**src/rtl/qr_result_serializer_pkg.sv**
```systemverilog
// Shared constants and element bit-slice helpers for the QR result bus.
// Element offsets match the QR engine's packing of R and y-hat.
package qr_result_serializer_pkg;

    localparam int N_R         = 10;
    localparam int N_Y         = 4;
    localparam int FRAME_WORDS = 14;
    localparam int R_W         = 16;
    localparam int Y_W         = 20;
    localparam int WORD_W      = 2 * Y_W;

    typedef logic [3:0] word_idx_t;

    function automatic int r_elem_lsb(input int k, input int r_w);
        return 2 * r_w * k;
    endfunction

    function automatic int y_elem_lsb(input int j, input int y_w);
        return 2 * y_w * j;
    endfunction

endpackage

```
**src/rtl/qr_result_serializer_if.sv**
```systemverilog
// Frame input bus plus the 40-bit valid/ready word stream of the serializer.
interface qr_result_serializer_if
    import qr_result_serializer_pkg::*;
#(
    parameter int R_W = qr_result_serializer_pkg::R_W,
    parameter int Y_W = qr_result_serializer_pkg::Y_W
);
    logic                   i_vld;
    logic                   i_last;
    logic [N_R*2*R_W-1:0]   i_r;
    logic [N_Y*2*Y_W-1:0]   i_y_hat;
    logic                   o_vld;
    logic                   i_rdy;
    logic [2*Y_W-1:0]       o_data;
    word_idx_t              o_idx;
    logic                   o_sof;
    logic                   o_eof;
    logic                   o_last;
    logic                   o_overflow;
    logic                   o_busy;

    modport slave (
        input  i_vld, i_last, i_r, i_y_hat, i_rdy,
        output o_vld, o_data, o_idx, o_sof, o_eof, o_last, o_overflow, o_busy
    );

    modport master (
        output i_vld, i_last, i_r, i_y_hat, i_rdy,
        input  o_vld, o_data, o_idx, o_sof, o_eof, o_last, o_overflow, o_busy
    );
endinterface

```
**src/rtl/qr_frame_fifo.sv**
```systemverilog
// Whole-frame FIFO; a push while full is accepted when the head pops in the same cycle.
module qr_frame_fifo #(
    parameter int DEPTH = 2,
    parameter int W     = 481
) (
    input  logic         i_clk,
    input  logic         i_rst_n,
    input  logic         push,
    input  logic         pop,
    input  logic [W-1:0] wr_data,
    output logic [W-1:0] rd_data,
    output logic         empty,
    output logic         empty_next,
    output logic         push_ok
);
    localparam int PTR_W = (DEPTH > 1) ? $clog2(DEPTH) : 1;
    localparam int CNT_W = $clog2(DEPTH + 1);

    logic [W-1:0]     mem [DEPTH];
    logic [PTR_W-1:0] wr_ptr, rd_ptr;
    logic [CNT_W-1:0] count, count_next;
    logic             full, pop_ok;

    function automatic logic [PTR_W-1:0] next_ptr(input logic [PTR_W-1:0] p);
        return (p == PTR_W'(DEPTH - 1)) ? '0 : p + 1'b1;
    endfunction

    assign full    = (count == CNT_W'(DEPTH));
    assign empty   = (count == '0);
    assign pop_ok  = pop & ~empty;
    assign push_ok = push & (~full | pop_ok);
    assign rd_data = mem[rd_ptr];

    always_comb begin
        count_next = count;
        if (push_ok && !pop_ok)
            count_next = count + 1'b1;
        else if (pop_ok && !push_ok)
            count_next = count - 1'b1;
    end

    assign empty_next = (count_next == '0);

    always_ff @(posedge i_clk or negedge i_rst_n) begin
        if (!i_rst_n) begin
            wr_ptr <= '0;
            rd_ptr <= '0;
            count  <= '0;
        end else begin
            count <= count_next;
            if (push_ok) wr_ptr <= next_ptr(wr_ptr);
            if (pop_ok)  rd_ptr <= next_ptr(rd_ptr);
        end
    end

    always_ff @(posedge i_clk) begin
        if (push_ok) mem[wr_ptr] <= wr_data;
    end

endmodule

```
**src/rtl/qr_result_serializer.sv**
```systemverilog
// Buffers QR result frames and streams each as 14 sign-extended complex words.
//   state   | meaning
//   IDLE    | FIFO empty, no word presented
//   SEND    | presenting word cnt of the head frame
module qr_result_serializer
    import qr_result_serializer_pkg::*;
#(
    parameter int DEPTH = 2,
    parameter int R_W   = qr_result_serializer_pkg::R_W,
    parameter int Y_W   = qr_result_serializer_pkg::Y_W
) (
    input  logic                     i_clk,
    input  logic                     i_rst_n,
    qr_result_serializer_if.slave    bus
);
    localparam int R_BUS_W = N_R * 2 * R_W;
    localparam int Y_BUS_W = N_Y * 2 * Y_W;
    localparam int FRAME_W = 1 + R_BUS_W + Y_BUS_W;

    localparam logic [0:0] ST_IDLE = 1'b0;
    localparam logic [0:0] ST_SEND = 1'b1;

    logic [0:0]         state;
    word_idx_t          cnt;
    logic               overflow;
    logic [FRAME_W-1:0] head;
    logic [R_BUS_W-1:0] head_r;
    logic [Y_BUS_W-1:0] head_y;
    logic [2*Y_W-1:0]   word;
    logic [R_W-1:0]     re, im;
    logic               empty, empty_next, push_ok;
    logic               sending, xfer, last_word, pop;

    assign sending   = (state == ST_SEND);
    assign xfer      = sending & bus.i_rdy;
    assign last_word = (cnt == word_idx_t'(FRAME_WORDS - 1));
    assign pop       = xfer & last_word;

    qr_frame_fifo #(.DEPTH(DEPTH), .W(FRAME_W)) u_fifo (
        .i_clk      (i_clk),
        .i_rst_n    (i_rst_n),
        .push       (bus.i_vld),
        .pop        (pop),
        .wr_data    ({bus.i_last, bus.i_r, bus.i_y_hat}),
        .rd_data    (head),
        .empty      (empty),
        .empty_next (empty_next),
        .push_ok    (push_ok)
    );

    // Looking at the next-cycle FIFO occupancy lets word 0 appear one cycle after
    // the push and lets back-to-back frames stream without a bubble.
    always_ff @(posedge i_clk or negedge i_rst_n) begin
        if (!i_rst_n) begin
            state    <= ST_IDLE;
            cnt      <= '0;
            overflow <= 1'b0;
        end else begin
            if (bus.i_vld && !push_ok) overflow <= 1'b1;
            case (state)
                ST_IDLE: begin
                    cnt <= '0;
                    if (!empty_next) state <= ST_SEND;
                end
                ST_SEND: begin
                    if (xfer) begin
                        if (last_word) begin
                            cnt <= '0;
                            if (empty_next) state <= ST_IDLE;
                        end else begin
                            cnt <= cnt + 1'b1;
                        end
                    end
                end
                default: state <= ST_IDLE;
            endcase
        end
    end

    assign head_r = head[FRAME_W-2 -: R_BUS_W];
    assign head_y = head[Y_BUS_W-1:0];

    always_comb begin
        word = '0;
        re   = '0;
        im   = '0;
        for (int k = 0; k < N_R; k++) begin
            if (cnt == word_idx_t'(k)) begin
                re   = head_r[r_elem_lsb(k, R_W) + R_W +: R_W];
                im   = head_r[r_elem_lsb(k, R_W) +: R_W];
                word = {{(Y_W-R_W){re[R_W-1]}}, re, {(Y_W-R_W){im[R_W-1]}}, im};
            end
        end
        for (int j = 0; j < N_Y; j++) begin
            if (cnt == word_idx_t'(N_R + j))
                word = head_y[y_elem_lsb(j, Y_W) +: 2*Y_W];
        end
    end

    assign bus.o_vld      = sending;
    assign bus.o_data     = sending ? word : '0;
    assign bus.o_idx      = sending ? cnt : '0;
    assign bus.o_sof      = sending & (cnt == '0);
    assign bus.o_eof      = sending & last_word;
    assign bus.o_last     = sending & last_word & head[FRAME_W-1];
    assign bus.o_overflow = overflow;
    assign bus.o_busy     = ~empty | sending;

endmodule

```
**src/flat_wrapper.sv**
```systemverilog
// flat-port wrapper written by rule: the top's interface ports become plain ports
module qr_result_serializer_flat import qr_result_serializer_pkg::*;
#(
    parameter int DEPTH = 2,
    parameter int R_W   = qr_result_serializer_pkg::R_W,
    parameter int Y_W   = qr_result_serializer_pkg::Y_W
)
  (i_clk, i_rst_n, bus_i_vld, bus_i_last, bus_i_r, bus_i_y_hat, bus_i_rdy, bus_o_vld, bus_o_data, bus_o_idx, bus_o_sof, bus_o_eof, bus_o_last, bus_o_overflow, bus_o_busy);
  qr_result_serializer_if #(.R_W(R_W), .Y_W(Y_W)) bus_i ();
  input  logic i_clk;
  input  logic i_rst_n;
  input wire logic [$bits(bus_i.i_vld)-1:0] bus_i_vld;
  input wire logic [$bits(bus_i.i_last)-1:0] bus_i_last;
  input wire logic [$bits(bus_i.i_r)-1:0] bus_i_r;
  input wire logic [$bits(bus_i.i_y_hat)-1:0] bus_i_y_hat;
  input wire logic [$bits(bus_i.i_rdy)-1:0] bus_i_rdy;
  output wire logic [$bits(bus_i.o_vld)-1:0] bus_o_vld;
  output wire logic [$bits(bus_i.o_data)-1:0] bus_o_data;
  output wire logic [$bits(bus_i.o_idx)-1:0] bus_o_idx;
  output wire logic [$bits(bus_i.o_sof)-1:0] bus_o_sof;
  output wire logic [$bits(bus_i.o_eof)-1:0] bus_o_eof;
  output wire logic [$bits(bus_i.o_last)-1:0] bus_o_last;
  output wire logic [$bits(bus_i.o_overflow)-1:0] bus_o_overflow;
  output wire logic [$bits(bus_i.o_busy)-1:0] bus_o_busy;
  assign bus_i.i_vld = bus_i_vld;
  assign bus_i.i_last = bus_i_last;
  assign bus_i.i_r = bus_i_r;
  assign bus_i.i_y_hat = bus_i_y_hat;
  assign bus_i.i_rdy = bus_i_rdy;
  assign bus_o_vld = bus_i.o_vld;
  assign bus_o_data = bus_i.o_data;
  assign bus_o_idx = bus_i.o_idx;
  assign bus_o_sof = bus_i.o_sof;
  assign bus_o_eof = bus_i.o_eof;
  assign bus_o_last = bus_i.o_last;
  assign bus_o_overflow = bus_i.o_overflow;
  assign bus_o_busy = bus_i.o_busy;
  qr_result_serializer #(.DEPTH(DEPTH), .R_W(R_W), .Y_W(Y_W)) u_core (.i_clk(i_clk), .i_rst_n(i_rst_n), .bus(bus_i));
endmodule
```
**config.mk**
```make
export PLATFORM = sky130hd
export DESIGN_NAME = qr_result_serializer_flat
export DESIGN_NICKNAME = d
export VERILOG_FILES = /design/src/rtl/qr_result_serializer_pkg.sv /design/src/rtl/qr_result_serializer_if.sv /design/src/rtl/qr_frame_fifo.sv /design/src/rtl/qr_result_serializer.sv /design/src/flat_wrapper.sv
export SDC_FILE = /design/constraint.sdc
export NUM_CORES = 1
export LEC_CHECK = 0
export ABC_AREA = 0
export BUFFER_PORTS_ARGS = -buffer_cell sky130_fd_sc_hd__buf_2
export CAP_MARGIN = 20
export CELL_PAD_IN_SITES_DETAIL_PLACEMENT = 1
export CELL_PAD_IN_SITES_GLOBAL_PLACEMENT = 2
export CORE_MARGIN = 10
export CORE_UTILIZATION = 45
export DETAILED_ROUTE_END_ITERATION = 7
export GPL_TIMING_DRIVEN = 0
export PLACE_DENSITY_LB_ADDON = 0.25
export SYNTH_ARGS = -nofsm -noshare
export SYNTH_HDL_FRONTEND = slang
export SYNTH_SLANG_ARGS = --single-unit
```
**constraint.sdc**
```tcl
create_clock -name i_clk -period 43.9 [get_ports i_clk]
set_clock_uncertainty 0.1 [all_clocks]
set_input_delay 6.585 -clock i_clk [delete_from_list [all_inputs] [get_ports i_clk]]
set_output_delay 6.585 -clock i_clk [all_outputs]
set_load 0.01 [all_outputs]
```
## Word level (Yosys, flattened, before mapping)

Memories as Yosys holds them, arrays and structs flattened.
Index checks and enable logic that the tools add are counted.

- Bits in registers: 10
- Latch bits: 0
- RAM bits: 962
- ROM bits: 0
- Output and inout port bits: 50
- Memories: 1
- Input port bits: 485

- Bitwise logic cells: 12
- Div/mod/pow operators: 0
- Multiplexer cells: 29
- Multipliers: 0
- Eq/ne operators: 15
- Reductions and logical operators: 8
- Shifts and indexed selects: 0
- Add/sub/neg operators: 5
- Magnitude comparators: 0

Memory list:

| name | depth | bits a word | rd ports | clocked after memory_dff | write ports | line | source |
|---|---|---|---|---|---|---|---|
| u_core.u_fifo.mem | 2 | 481 | 1 | 0 | 1 | qr_frame_fifo.sv:19 | `logic [W-1:0] mem [DEPTH];` |

Operators with widths:

| cell | number |
|---|---|
| 2-to-1 mux 40 bit | 15 |
| == test 4 bit, second input constant | 6 |
| == test 4 x 3 -> 1 bit, second input constant | 4 |
| 2-to-1 mux 4 bit | 3 |
| == test 4 x 2 -> 1 bit, second input constant | 2 |
| one-hot mux 4 bit (2 select lines) | 1 |
| AND 1 bit | 7 |
| 2-to-1 mux 1 bit | 7 |
| adder 4 x 1 -> 4 bit, second input constant | 1 |
| == test 4 x 1 -> 1 bit, second input constant | 1 |
| zero test 2 bit | 2 |
| zero test 4 bit | 1 |
| 2-to-1 mux 2 bit | 2 |
| logical AND 1 bit | 3 |
| NOT 1 bit | 3 |
| adder 1 bit, second input constant | 2 |
| adder 2 x 1 -> 2 bit, second input constant | 1 |
| == test 2 bit, second input constant | 1 |
| zero test 1 bit | 2 |
| != test 2 bit, second input constant | 1 |
| OR 1 bit | 2 |
| one-hot mux 1 bit (2 select lines) | 1 |
| subtractor 2 x 1 -> 2 bit, second input constant | 1 |

## Logic depth before layout (Yosys ltp)

Gate-level depths: netlist of the first run.

- Depth after elaboration: 16
- Depth in mapped cells: 9

## By module

A second synthesis of the first run with hierarchy kept.

- Cells, all modules: 2275
- Area total of the unflattened synthesis: 42475.7 um^2

By module, submodules not included:

| module | cells an instance | instances | area each (um^2) |
|---|---|---|---|
| qr_frame_fifo | 1524 | 1 | 37450.9 |
| qr_result_serializer | 751 | 1 | 5024.8 |

## Worst setup path before layout of the first run

No wires, ideal clock.

- Kind: input port to flip-flop
- From: in bus_i_rdy
- To: mem u_core.u_fifo.mem[0][0] (enable)
- Library setup time: 1334 ps
- Data arrival time: 27026 ps
- Required time: 42466 ps
- Slack: 15440 ps
- Cell stages on the path: 5
- Path through: nor2b_1 nand3_1 nand2_1 nand2_1 nor2_1

- Word-level cells in the longest chain between the ends: 7

RTL lines:

| element | line | source |
|---|---|---|
| start: declaration | flat_wrapper.sv:16 | `input wire logic [$bits(bus_i.i_rdy)-1:0] bus_i_rdy;` |
| AND 1 bit | qr_result_serializer.sv:35 | `assign xfer = sending & bus.i_rdy;` |
| AND 1 bit | qr_result_serializer.sv:37 | `assign pop = xfer & last_word;` |
| AND 1 bit | qr_frame_fifo.sv:30 | `assign pop_ok = pop & ~empty;` |
| OR 1 bit | qr_frame_fifo.sv:31 | `assign push_ok = push & (~full \| pop_ok);` |
| AND 1 bit | qr_frame_fifo.sv:31 |  |
| 2-to-1 mux 1 bit | qr_frame_fifo.sv:57 | `if (push_ok) mem[wr_ptr] <= wr_data;` |
| 2-to-1 mux 1 bit (implied by the code) | qr_frame_fifo.sv:57 |  |
| end: declaration | qr_frame_fifo.sv:19 |  |

Every way passes these cells.

## Worst setup path after layout of the first run

- From: reg u_core.u_fifo.rd_ptr
- To: out bus_o_data[13]

- Word-level cells in the longest chain between the ends: 16

RTL lines:

| element | line | source |
|---|---|---|
| start: declaration | qr_frame_fifo.sv:20 | `logic [PTR_W-1:0] wr_ptr, rd_ptr;` |
| start signal: assignment | qr_frame_fifo.sv:52 | `if (pop_ok) rd_ptr <= next_ptr(rd_ptr);` |
| memory read (2 x 481 bit) (*) | - |  |
| 2-to-1 mux 40 bit (10 in a row) | qr_result_serializer.sv:88 | `if (cnt == word_idx_t'(k)) begin` |
| 2-to-1 mux 40 bit (3 in a row) | qr_result_serializer.sv:95 | `if (cnt == word_idx_t'(N_R + j))` |
| 2-to-1 mux 40 bit (*) | qr_result_serializer.sv:95 |  |
| 2-to-1 mux 40 bit (*) | qr_result_serializer.sv:101 | `assign bus.o_data = sending ? word : '0;` |
| end: declaration | flat_wrapper.sv:18 | `output wire logic [$bits(bus_i.o_data)-1:0] bus_o_data;` |

Mark *: on every way between the ends. The rest lies on a longest branch, timed or not.

==> run metrics, run 1 <==
status completed; DRT antenna net count 0; fmax 92.6 MHz; H-tree levels 3; Seq/Total Area, Yosys 0.748; WP data arrival 4.12 ns; Hold Crit Class reg -> reg; Skew-Pair Late Insertion Delay 0.68 ns; Total Neg Setup Slack 0 ns; register-to-register path setup slack 39.64 ns; Residual DRC 0; CP Launch Point u_core.u_fifo.rd_ptr$_DFFE_PN0P_; Die W 314 microns; Final setup viols 0; postcts setup bufs 0; share of the synthesized area in the top cell type 0.741; CTS Buf Count between 100 and 150; largest net degree at the start of global routing 64; 1st-iter DRT viols between 2000 and 2500; Least-Margin Pin Slew approximately 1.2 ns; ys flop type edfxtp_1; fill cell count 8043; area leader, netlist edfxtp_1; final hold vios 0; clock sink total approximately 970; MaxCap Viol Count 0; Seq cells post-synth between 900 and 1000; final net count 3397; average size of a mapped cell about 17 sq um; area growth from synthesis to layout 20.8%; pwr dens about 70 nW/um^2; RR Startpoint u_core.cnt[0]$_DFFE_PN0P_; Core Box Area 85500 sq um; die area 98700 sq um; initial antenna violation count 60; Slew headroom 0.212; post-DP HPWL 98.6 mm; crit-path max FO 10; post-cts resize count 0; Hold Startpoint u_core.bus.o_overflow$_DFFE_PN0P_; via count 24010; Post-synth EDFFs 962; share of cells above drive strength 1 0.295; routability cong. 0.892; CP Capture Type output port; first-pass GRT wire length 185 mm; Setup crit start kind flip-flop; Synth Cell Area 39000 sq um; cts hold-fix bufs 0; r2r endpoint u_core.u_fifo.mem[0][269]$_DFFE_PP_; Total Routing Usage GR 0.260; Hold Path Stages 1; drt via density 5.75; most common cell after layout, fill and taps aside edfxtp_1; top cells by area, synth edfxtp_1, mux2i_1, mux2_2; R2R depth 14; drt wl/cell 31.7 microns; DR pass1 iterations 5; hold endpoint u_core.bus.o_overflow$_DFFE_PN0P_; CTS tree yes; clock tree buffer depth 3; Crit Path Category reg -> out; Net Count, Synth 2731; final count of pins violating max slew 0; final hold slack 0.409 ns; post-synthesis instance total about 2200; total global routing overflow 0; Ports ~540; Final Util 0.550; Final Critical Period 10.80 ns; Worst EP required 37.22 ns; FFs w/ async S/R, synth 0.0103; initial core utilization 0.455; clock root cell clkbuf_16; Unique masters post-synth 73; CTS clk-pin slew, worst paths 0.06 ns; commonest cells after routing, fill and taps aside edfxtp_1, buf_2, mux2i_1; total length of routed wires 132 mm; peak supply drop 0.0460 mV; Core Rows 107; leakage 0.0170 uW; vias in the first global route between 20000 and 30000; RSZ-0062 raised after global routing false; chip height 314 microns; Yosys warning count 0; fin crit share 0.246; Buffers on Ports 534
==> through the flow <==
stage                     area (sq um)  std cells  setup WS, ns  power, uW
after detailed placement         43700       3948         33.72       2530
after floorplan                  39000       2244         15.44       2140
after CTS                        47000       4141         33.04       3390
after global placement           43100       3922          3.83       2710
final                            47100       4176         33.10       3360
after global routing             47000       4156         33.05       3500
==> cell families after synthesis <==
logic type,share of synthesized area
xor+xnor,0.00112
compound gates,0.0728
buf+inv,0.0209
fa+ha+maj,0.000642
simple gates,0.0306
mux,0.126
flops,0.748
==> worst max path at each step <==
| stage | end | cells after the start |
|---|---|---|
| after floorplan | u_core.u_fifo.mem[0][0]$_DFFE_PP_ | 5 |
| after global placement | u_core.u_fifo.mem[0][179]$_DFFE_PP_ | 6 |
| after detailed placement | u_core.u_fifo.mem[0][167]$_DFFE_PP_ | 13 |
| after CTS | bus_o_data[13] | 10 |
| after global routing | bus_o_data[13] | 10 |
| final | bus_o_data[13] | 10 |
==> critical path: stages, from the launching register on <==
cell and delay [ns]:
dfrtp_1 0.32, buf_4 0.30, buf_6 0.25, buf_4 0.30, buf_6 0.24, buf_4 0.27
mux2i_1 0.34, nand2_1 0.12, a31oi_1 0.81, a21oi_1 0.26, buf_2 0.21
==> synth_stat cells (5+ instances only) <==
master and n:
a211o_1 12, a211oi_1 9, a21boi_0 19, a21oi_1 77, a221oi_1 5, a22o_1 18
a22oi_1 12, a31oi_1 8, and2_1 6, buf_2 37, buf_4 41, buf_6 11
clkbuf_1 43, dfrtp_1 10, edfxtp_1 962, inv_1 5, mux2_2 47, mux2i_1 388
mux4_2 22, nand2_1 80, nand2b_1 9, nand3_1 25, nor2_1 52, nor2b_1 14
o2111ai_1 5, o21a_1 20, o21ai_0 100, o21ai_1 20, o221ai_1 35, o22a_1 10
o22ai_1 49, or3_1 19
==> per-layer routing <==
metal,vias to the layer above,share of wire,routed length [microns],track usage
met5,-,0.0018,232,0
met4,36,0.037,4830,0.103
met3,235,0.078,10300,0.0631
met2,1000,0.51,67600,0.457
met1,12349,0.37,49400,0.305
li1,10390,-,-,-
==> sequential cells by signal, summed over array words and instances (netlist names) <==
name and cells:
u_core.cnt 4, u_core.u_fifo.count 2, u_core.bus.o_overflow 1, u_core.u_fifo.mem 962
u_core.u_fifo.rd_ptr 1, u_core.bus.o_vld 1, u_core.u_fifo.wr_ptr 1
==> cell type report <==
class,instances,area [sq um],area share
flip-flops and latches,972,29100,0.619
multi-input cells,1130,9020,0.192
repair buffers,560,3290,0.0699
clock buffers,127,2730,0.0580
well taps,1144,1430,0.0304
plain buffers,136,793,0.0168
clock inverters,66,571,0.0121
diodes,35,87.6,0.00186
inverters,6,22.5,0.000478
==> power breakdown <==
group	internal [uW]	leakage, uW	total, uW	switching (uW)
combinational	409	0.00636	1200	787
clock	480	0.00160	851	372
sequential	1270	0.00905	1320	51.2
(Power assumes the default switching activity.)
==> run 2, diff against run 1 <==
Settings changed: CORE_UTILIZATION 45 to 38.
Clock period 43.9 ns to 9.9 ns, I/O delays scaled along.
==> run 2 against run 1 <==
- sequential cell count is the same
- highest routed layer unchanged
- clock power grew to 4.5 times the previous value
- sequential share of layout area decreased by 0.42 points
- critical path type unchanged
- largest cell class unchanged
- register-to-register slack worse by 34 ns
- largest power group unchanged
- via count shrank 1.4%
- worst hold slack improved by 0.037 ns
- combinational power grew to 4.5 times the previous value
- count of clock-buffer cells in the layout rose by 7
- global-route usage down 3.2 points
==> run metrics, run 2 (same netlist as run 1, synthesis figures left out) <==
clock sink total 972 (unchanged); RR Startpoint u_core.cnt[0]$_DFFE_PN0P_ (unchanged); DR pass1 iterations 5 (unchanged); clock tree buffer depth 3 (unchanged); Ports 535 (unchanged); Residual DRC 0 (unchanged); routability cong. 0.850 (was 0.892); multi-input gate area in the final layout 9020 sq um (unchanged); drt via density 5.39 (was 5.75); H-tree levels 3 (unchanged); register-to-register path setup slack 5.97 ns (was 39.64 ns); fmax 172 MHz; CTS Buf Count 107 (was 104); Buffers on Ports 534 (unchanged); Core Box Area 102000 sq um (was 85500 sq um); Sw Ratio 0.358 (was 0.360); most common cell after layout, fill and taps aside edfxtp_1 (unchanged); vias in the first global route 25548 (was 26047); largest net degree at the start of global routing 67 (was 64); peak supply drop 0.192 mV (was 0.0460 mV); total length of routed wires 137 mm (was 132 mm); Final Util 0.466 (was 0.550); Reg power frac 0.387 (was 0.391); Hold Startpoint u_core.bus.o_overflow$_DFFE_PN0P_ (unchanged); Total Routing Usage GR 0.228 (was 0.260); drt wl/cell 31.1 microns (was 31.7 microns); Net Sw Power 5400 uW (was 1210 uW); R2R depth 12 (was 14); Setup crit start kind flip-flop (unchanged); WP data arrival 4.22 ns (was 4.12 ns); area growth from synthesis to layout 21.7% (was 20.8%); Least-Margin Pin Slew 1.12 ns (was 1.18 ns); Die W 340 microns (was 314 microns); final net count 3400 (was 3397); Skew-Pair Late Insertion Delay 0.68 ns (about the same); total global routing overflow 0 (unchanged); Core Rows 117 (was 107); status completed (unchanged); initial core utilization 0.383 (was 0.455); final hold vios 0 (unchanged); cts hold-fix bufs 0 (unchanged); fin crit share 0.586; r2r endpoint u_core.u_fifo.mem[0][180]$_DFFE_PP_ (was u_core.u_fifo.mem[0][269]$_DFFE_PP_); Clk network pwr share 0.256 (was 0.253); internal power 9660 uW (was 2150 uW); fill cell count 9970 (was 8043); DRT antenna net count 0 (unchanged); CTS clk-pin slew, worst paths 0.06 ns (about the same); commonest cells after routing, fill and taps aside edfxtp_1, buf_2, mux2i_1 (unchanged); post-cts resize count 0 (unchanged); RSZ-0062 raised after global routing false (unchanged); Hold Path Stages 1 (unchanged); via count 23681 (was 24010); post-DP HPWL 103 mm (was 98.6 mm); postcts setup bufs 0 (unchanged); share of cells above drive strength 1 0.295 (about the same); Hold Crit Class reg -> reg (unchanged); Final Critical Period 5.80 ns; Reg with most FFs u_core.u_fifo.mem (unchanged); MaxCap Viol Count 0 (unchanged); 1st-iter DRT viols 1911 (was 2443); Final setup viols 0 (unchanged); CP Capture Type output port (unchanged); Placed Cells 4172 (was 3948); die area 116000 sq um (was 98700 sq um); clock root cell clkbuf_16 (unchanged); initial antenna violation count 68 (was 60); Largest regs u_core.u_fifo.mem (962), u_core.cnt (4), u_core.u_fifo.count (2) (unchanged); max reg flops 962 (unchanged); CTS tree yes (unchanged); Crit Path Category reg -> out (unchanged); Worst EP required 8.32 ns (was 37.22 ns); Slew headroom 0.254 (was 0.212); Finished Layout Cells 4394 (was 4176); FF+latch area 29100 sq um (unchanged); chip height 340 microns (was 314 microns); Combinational Power Share 0.357 (was 0.356); first-pass GRT wire length 189 mm (was 185 mm); crit-path max FO 10 (unchanged); leakage 0.0170 uW (about the same); pwr dens 318 nW/um^2 (was 71.5 nW/um^2); hold endpoint u_core.bus.o_overflow$_DFFE_PN0P_ (unchanged); final count of pins violating max slew 0 (unchanged)
-- run 2: changes by cell type in the layout (fill, tap and decap cells not counted), moves of 4 or more --
cell	delta
clkinv_2	-4
clkbuf_1	+5
clkbuf_16	+4
clkinv_1	-7
-- run 2: how the worst max path moves through the flow --
stage	end	cells past startpoint	slack, ns	from
floorplan	u_core.u_fifo.mem[0][0]$_DFFE_PP_	5	0.18	bus_i_rdy
global placement	u_core.u_fifo.mem[0][180]$_DFFE_PP_	6	-4.26	bus_i_rdy
detailed placement	bus_o_data[13]	9	4.77	u_core.u_fifo.rd_ptr$_DFFE_PN0P_
CTS	bus_o_data[13]	9	4.00	u_core.u_fifo.rd_ptr$_DFFE_PN0P_
global route	bus_o_data[3]	10	4.12	u_core.u_fifo.rd_ptr$_DFFE_PN0P_
finish	bus_o_data[13]	9	4.10	u_core.u_fifo.rd_ptr$_DFFE_PN0P_
-- run 2: metal layers --
layer  vias to the layer above  track usage  share of wire
met5                         -            0         0.0018
met4                        40       0.0751          0.034
met3                       255       0.0581          0.072
met2                       865        0.400           0.51
met1                     12143        0.272           0.38
li1                      10378            -              -
-- run 2: area by class of cell --
class / instances / area share
clock buffer: 134 / 0.0595
inverter: 6 / 0.000475
timing repair buffer: 560 / 0.0689
multi-input combinational: 1130 / 0.190
clock inverter: 56 / 0.0116
buffer: 136 / 0.0167
tap: 1368 / 0.0361
antenna: 32 / 0.00169
sequential: 972 / 0.615
-- run 2: power groups by stage --
stage               combinational [uW]  clock [uW]  sequential [uW]
finish                            5370        3860             5830
global route                      5710        4100             5890
CTS                               5460        3940             5830
detailed placement                5440           0             5910
global placement                  5150           0             6320
floorplan                         2940           0             6110
-- run 2: per-stage QoR --
| stage | TNS (ns) | area (sq um) | hold WS, ns | power, uW | setup slack, ns |
|---|---|---|---|---|---|
| after global routing | 0 | 47300 | 0.455 | 15700 | 4.12 |
| after CTS | 0 | 47300 | 0.439 | 15200 | 4.00 |
| after floorplan | 0 | 39000 | 0.412 | 9050 | 0.175 |
| after global placement | -2936.29 | 43400 | 0.419 | 11500 | -4.26 |
| final | 0 | 47400 | 0.447 | 15100 | 4.10 |
| after detailed placement | 0 | 44000 | 0.426 | 11400 | 4.77 |
-- run 2: worst max-delay path: stages, from the launching register on --
cell and delay, ns:
dfrtp_1 0.32, buf_4 0.31, buf_6 0.26, buf_4 0.26, mux2i_1 0.50, o32ai_1 0.18, a211o_1 0.35, a31oi_1 0.82
a21oi_1 0.27, buf_2 0.22
==> run 3, diff against run 2 <==
Clock period 9.9 ns to 4.75 ns, I/O delays scaled along.
==> run 3 against run 2 <==
- register-to-register slack got worse by 5.0 ns
- cell count increased by 0.14%
- via count increased by 0.43%
- sequential power increased by 110%
- total power increased by 110%
- critical path type unchanged
- highest routed layer unchanged
==> run metrics, run 3 (same netlist as run 1, synthesis figures left out) <==
pwr dens 662 nW/um^2 (was 318 nW/um^2); max reg flops 962 (unchanged); hold endpoint u_core.u_fifo.mem[0][333]$_DFFE_PP_ (was u_core.bus.o_overflow$_DFFE_PN0P_); CTS clk-pin slew, worst paths 0.06 ns (about the same); met2 wire length 69.5 mm (was 69.3 mm); Skew-Pair Late Insertion Delay 0.69 ns (was 0.68 ns); commonest cells after routing, fill and taps aside edfxtp_1, buf_2, mux2i_1 (unchanged); design area 47500 sq um (was 47400 sq um); vias in the first global route 26201 (was 25548); Ports 535 (unchanged); Core Box Area 102000 sq um (unchanged); DR pass1 iterations 7 (was 5); r2r endpoint u_core.u_fifo.mem[1][329]$_DFFE_PP_ (was u_core.u_fifo.mem[0][180]$_DFFE_PP_); Hold Startpoint bus_i_r[173] (was u_core.bus.o_overflow$_DFFE_PN0P_); met1 WL 53.5 mm (was 52.5 mm); Core Rows 117 (unchanged); worst path bufs/invs 3 (was 4); Total Routing Usage GR 0.230 (was 0.228); Setup crit start kind flip-flop (unchanged); via count 23783 (was 23681); register-to-register path setup slack 1.01 ns (was 5.97 ns); Final Critical Period 4.64 ns; MaxCap Viol Count 0 (unchanged); Final setup viols 0 (unchanged); fill cell count 9964 (was 9970); drt via density 5.41 (was 5.39); chip height 340 microns (unchanged); crit-path max FO 10 (unchanged); Die W 340 microns (unchanged); Buffers on Ports 534 (unchanged); initial core utilization 0.383 (unchanged); final count of pins violating max slew 0 (unchanged); CP max-delay cell mux2i_1 (was a31oi_1); area growth from synthesis to layout 22.0% (was 21.7%); Largest regs u_core.u_fifo.mem (962), u_core.cnt (4), u_core.u_fifo.count (2) (unchanged); postcts setup bufs 0 (unchanged); Least-Margin Pin Slew 1.01 ns (was 1.12 ns); CTS tree yes (unchanged); Placed Instance Area 44000 sq um (about the same); Reg with most FFs u_core.u_fifo.mem (unchanged); clock tree buffer depth 3 (unchanged); die area 116000 sq um (unchanged); total length of routed wires 137 mm (about the same); peak supply drop 0.339 mV (was 0.192 mV); status completed (unchanged); clock root cell clkbuf_16 (unchanged); leakage 0.0171 uW (was 0.0170 uW); cell family with most CP delay compound AO/OA/AOI/OAI gates (unchanged); RR Startpoint u_core.cnt[0]$_DFFE_PN0P_ (unchanged); Hold Path Stages 1 (unchanged); drt wl/cell 31.2 microns (was 31.1 microns); R2R depth 10 (was 12); RSZ-0062 raised after global routing false (unchanged); share of cells above drive strength 1 0.301 (was 0.295); fmax around 220 MHz; CTS Buf Count 106 (was 107); Cell Chain, Critical Path buf_4 -> buf_6 -> mux2i_1 -> o32ai_1 -> o22ai_1 -> o22a_1 -> o21ai_0 -> buf_2 (was buf_4 -> buf_6 -> buf_4 -> mux2i_1 -> o32ai_1 -> a211o_1 -> a31oi_1 -> a21oi_1 -> buf_2); initial antenna violation count 70 (was 68); most common cell after layout, fill and taps aside edfxtp_1 (unchanged); Slew headroom 0.309 (was 0.254); final hold vios 0 (unchanged); CP Capture Type output port (unchanged); Hold Crit Class in -> reg (was reg -> reg); 1st-iter DRT viols 2024 (was 1911); clock sink total 972 (unchanged); Final Util 0.467 (was 0.466); final net count 3403 (was 3400); top layer in use met5 (unchanged); H-tree levels 3 (unchanged); post-DP HPWL 104 mm (was 103 mm); routability cong. 0.841 (was 0.850); WP data arrival 3.82 ns (was 4.22 ns); fin crit share 0.976; Residual DRC 0 (unchanged); Worst EP required 3.94 ns (was 8.32 ns); DRT antenna net count 0 (unchanged); delay of the slowest critical-path stage 0.87 ns (was 0.82 ns); total global routing overflow 0 (unchanged); Met3 Wirelength 9.58 mm (was 9.84 mm); Crit Path Category reg -> out (unchanged); first-pass GRT wire length 190 mm (was 189 mm); largest net degree at the start of global routing 64 (was 67)
run 3: cell count changes in the layout (fill, tap and decap cells not counted), moves of 5 or more:
cell      previous run  this run
clkinv_1            18        27
clkbuf_1            67        49
diode_2             32        37
clkbuf_2             0         5
run 3: through the flow:
step / hold slack (ns) / total power (uW) / instances / TNS (ns) / setup WS (ns)
finish: 0.0989 / 31500 / 4400 / 0 / 0.113
global route: 0.0484 / 32800 / 4375 / 0 / 0.0109
CTS: 0.0362 / 31800 / 4363 / 0 / 0.00112
detailed placement: 0.416 / 23700 / 4175 / 0 / 0.466
global placement: 0.410 / 22900 / 4146 / -7116.24 / -8.52
floorplan: 0.317 / 18900 / 2244 / -3204.23 / -4.00
run 3: metal layers:
metal,track usage,up-vias
met5,0,-
met4,0.0773,36
met3,0.0558,267
met2,0.402,850
met1,0.276,12236
li1,-,10394
run 3: where the power goes:
part / switching, uW / internal (uW)
Combinational: 7480 / 3840
Clock: 3380 / 4620
Sequential: 453 / 11700
Total: 11300 / 20200
run 3: worst register-to-register path, stage by stage (launching register included):
cell and delay (ns):
dfrtp_1 0.33, buf_2 0.21, and4b_1 0.28, buf_2 0.29
nand3_4 0.16, nand2_2 0.10, and3_4 0.57, buf_12 0.31
buf_16 0.32, buf_12 0.29, buf_16 0.32
run 3: area by class of cell:
| cell class | instances | area, sq um | area share |
|---|---|---|---|
| Tap cell | 1368 | 1710 | 0.0360 |
| Sequential cell | 972 | 29100 | 0.613 |
| Antenna cell | 37 | 92.6 | 0.00195 |
| Clock buffer | 123 | 2800 | 0.0589 |
| Timing Repair Buffer | 564 | 3350 | 0.0704 |
| Inverter | 6 | 22.5 | 0.000474 |
| Clock inverter | 64 | 553 | 0.0116 |
| Buffer | 136 | 800 | 0.0168 |
| Multi-Input combinational cell | 1130 | 9080 | 0.191 |
run 3: repair_timing:
item                                   4_1_cts  5_1_grt
gates resized for setup                      9        8
hold buffers                                 1        0
setup endpoints to repair                   16        2
endpoints found under the hold margin       10        0
run 3: worst max-delay path by stage:
stage                                     start                             endpoint  slack (ns)  depth (start not counted)
2_1_floorplan                         bus_i_rdy    u_core.u_fifo.mem[0][0]$_DFFE_PP_       -4.00                          5
3_3_place_gp                          bus_i_rdy  u_core.u_fifo.mem[0][180]$_DFFE_PP_       -8.52                          6
3_5_place_dp   u_core.u_fifo.rd_ptr$_DFFE_PN0P_                       bus_o_data[13]        0.47                         10
4_1_cts        u_core.u_fifo.rd_ptr$_DFFE_PN0P_                        bus_o_data[1]       0.001                          9
5_1_grt        u_core.u_fifo.rd_ptr$_DFFE_PN0P_                       bus_o_data[34]        0.01                         10
6_report       u_core.u_fifo.rd_ptr$_DFFE_PN0P_                       bus_o_data[18]        0.11                          8
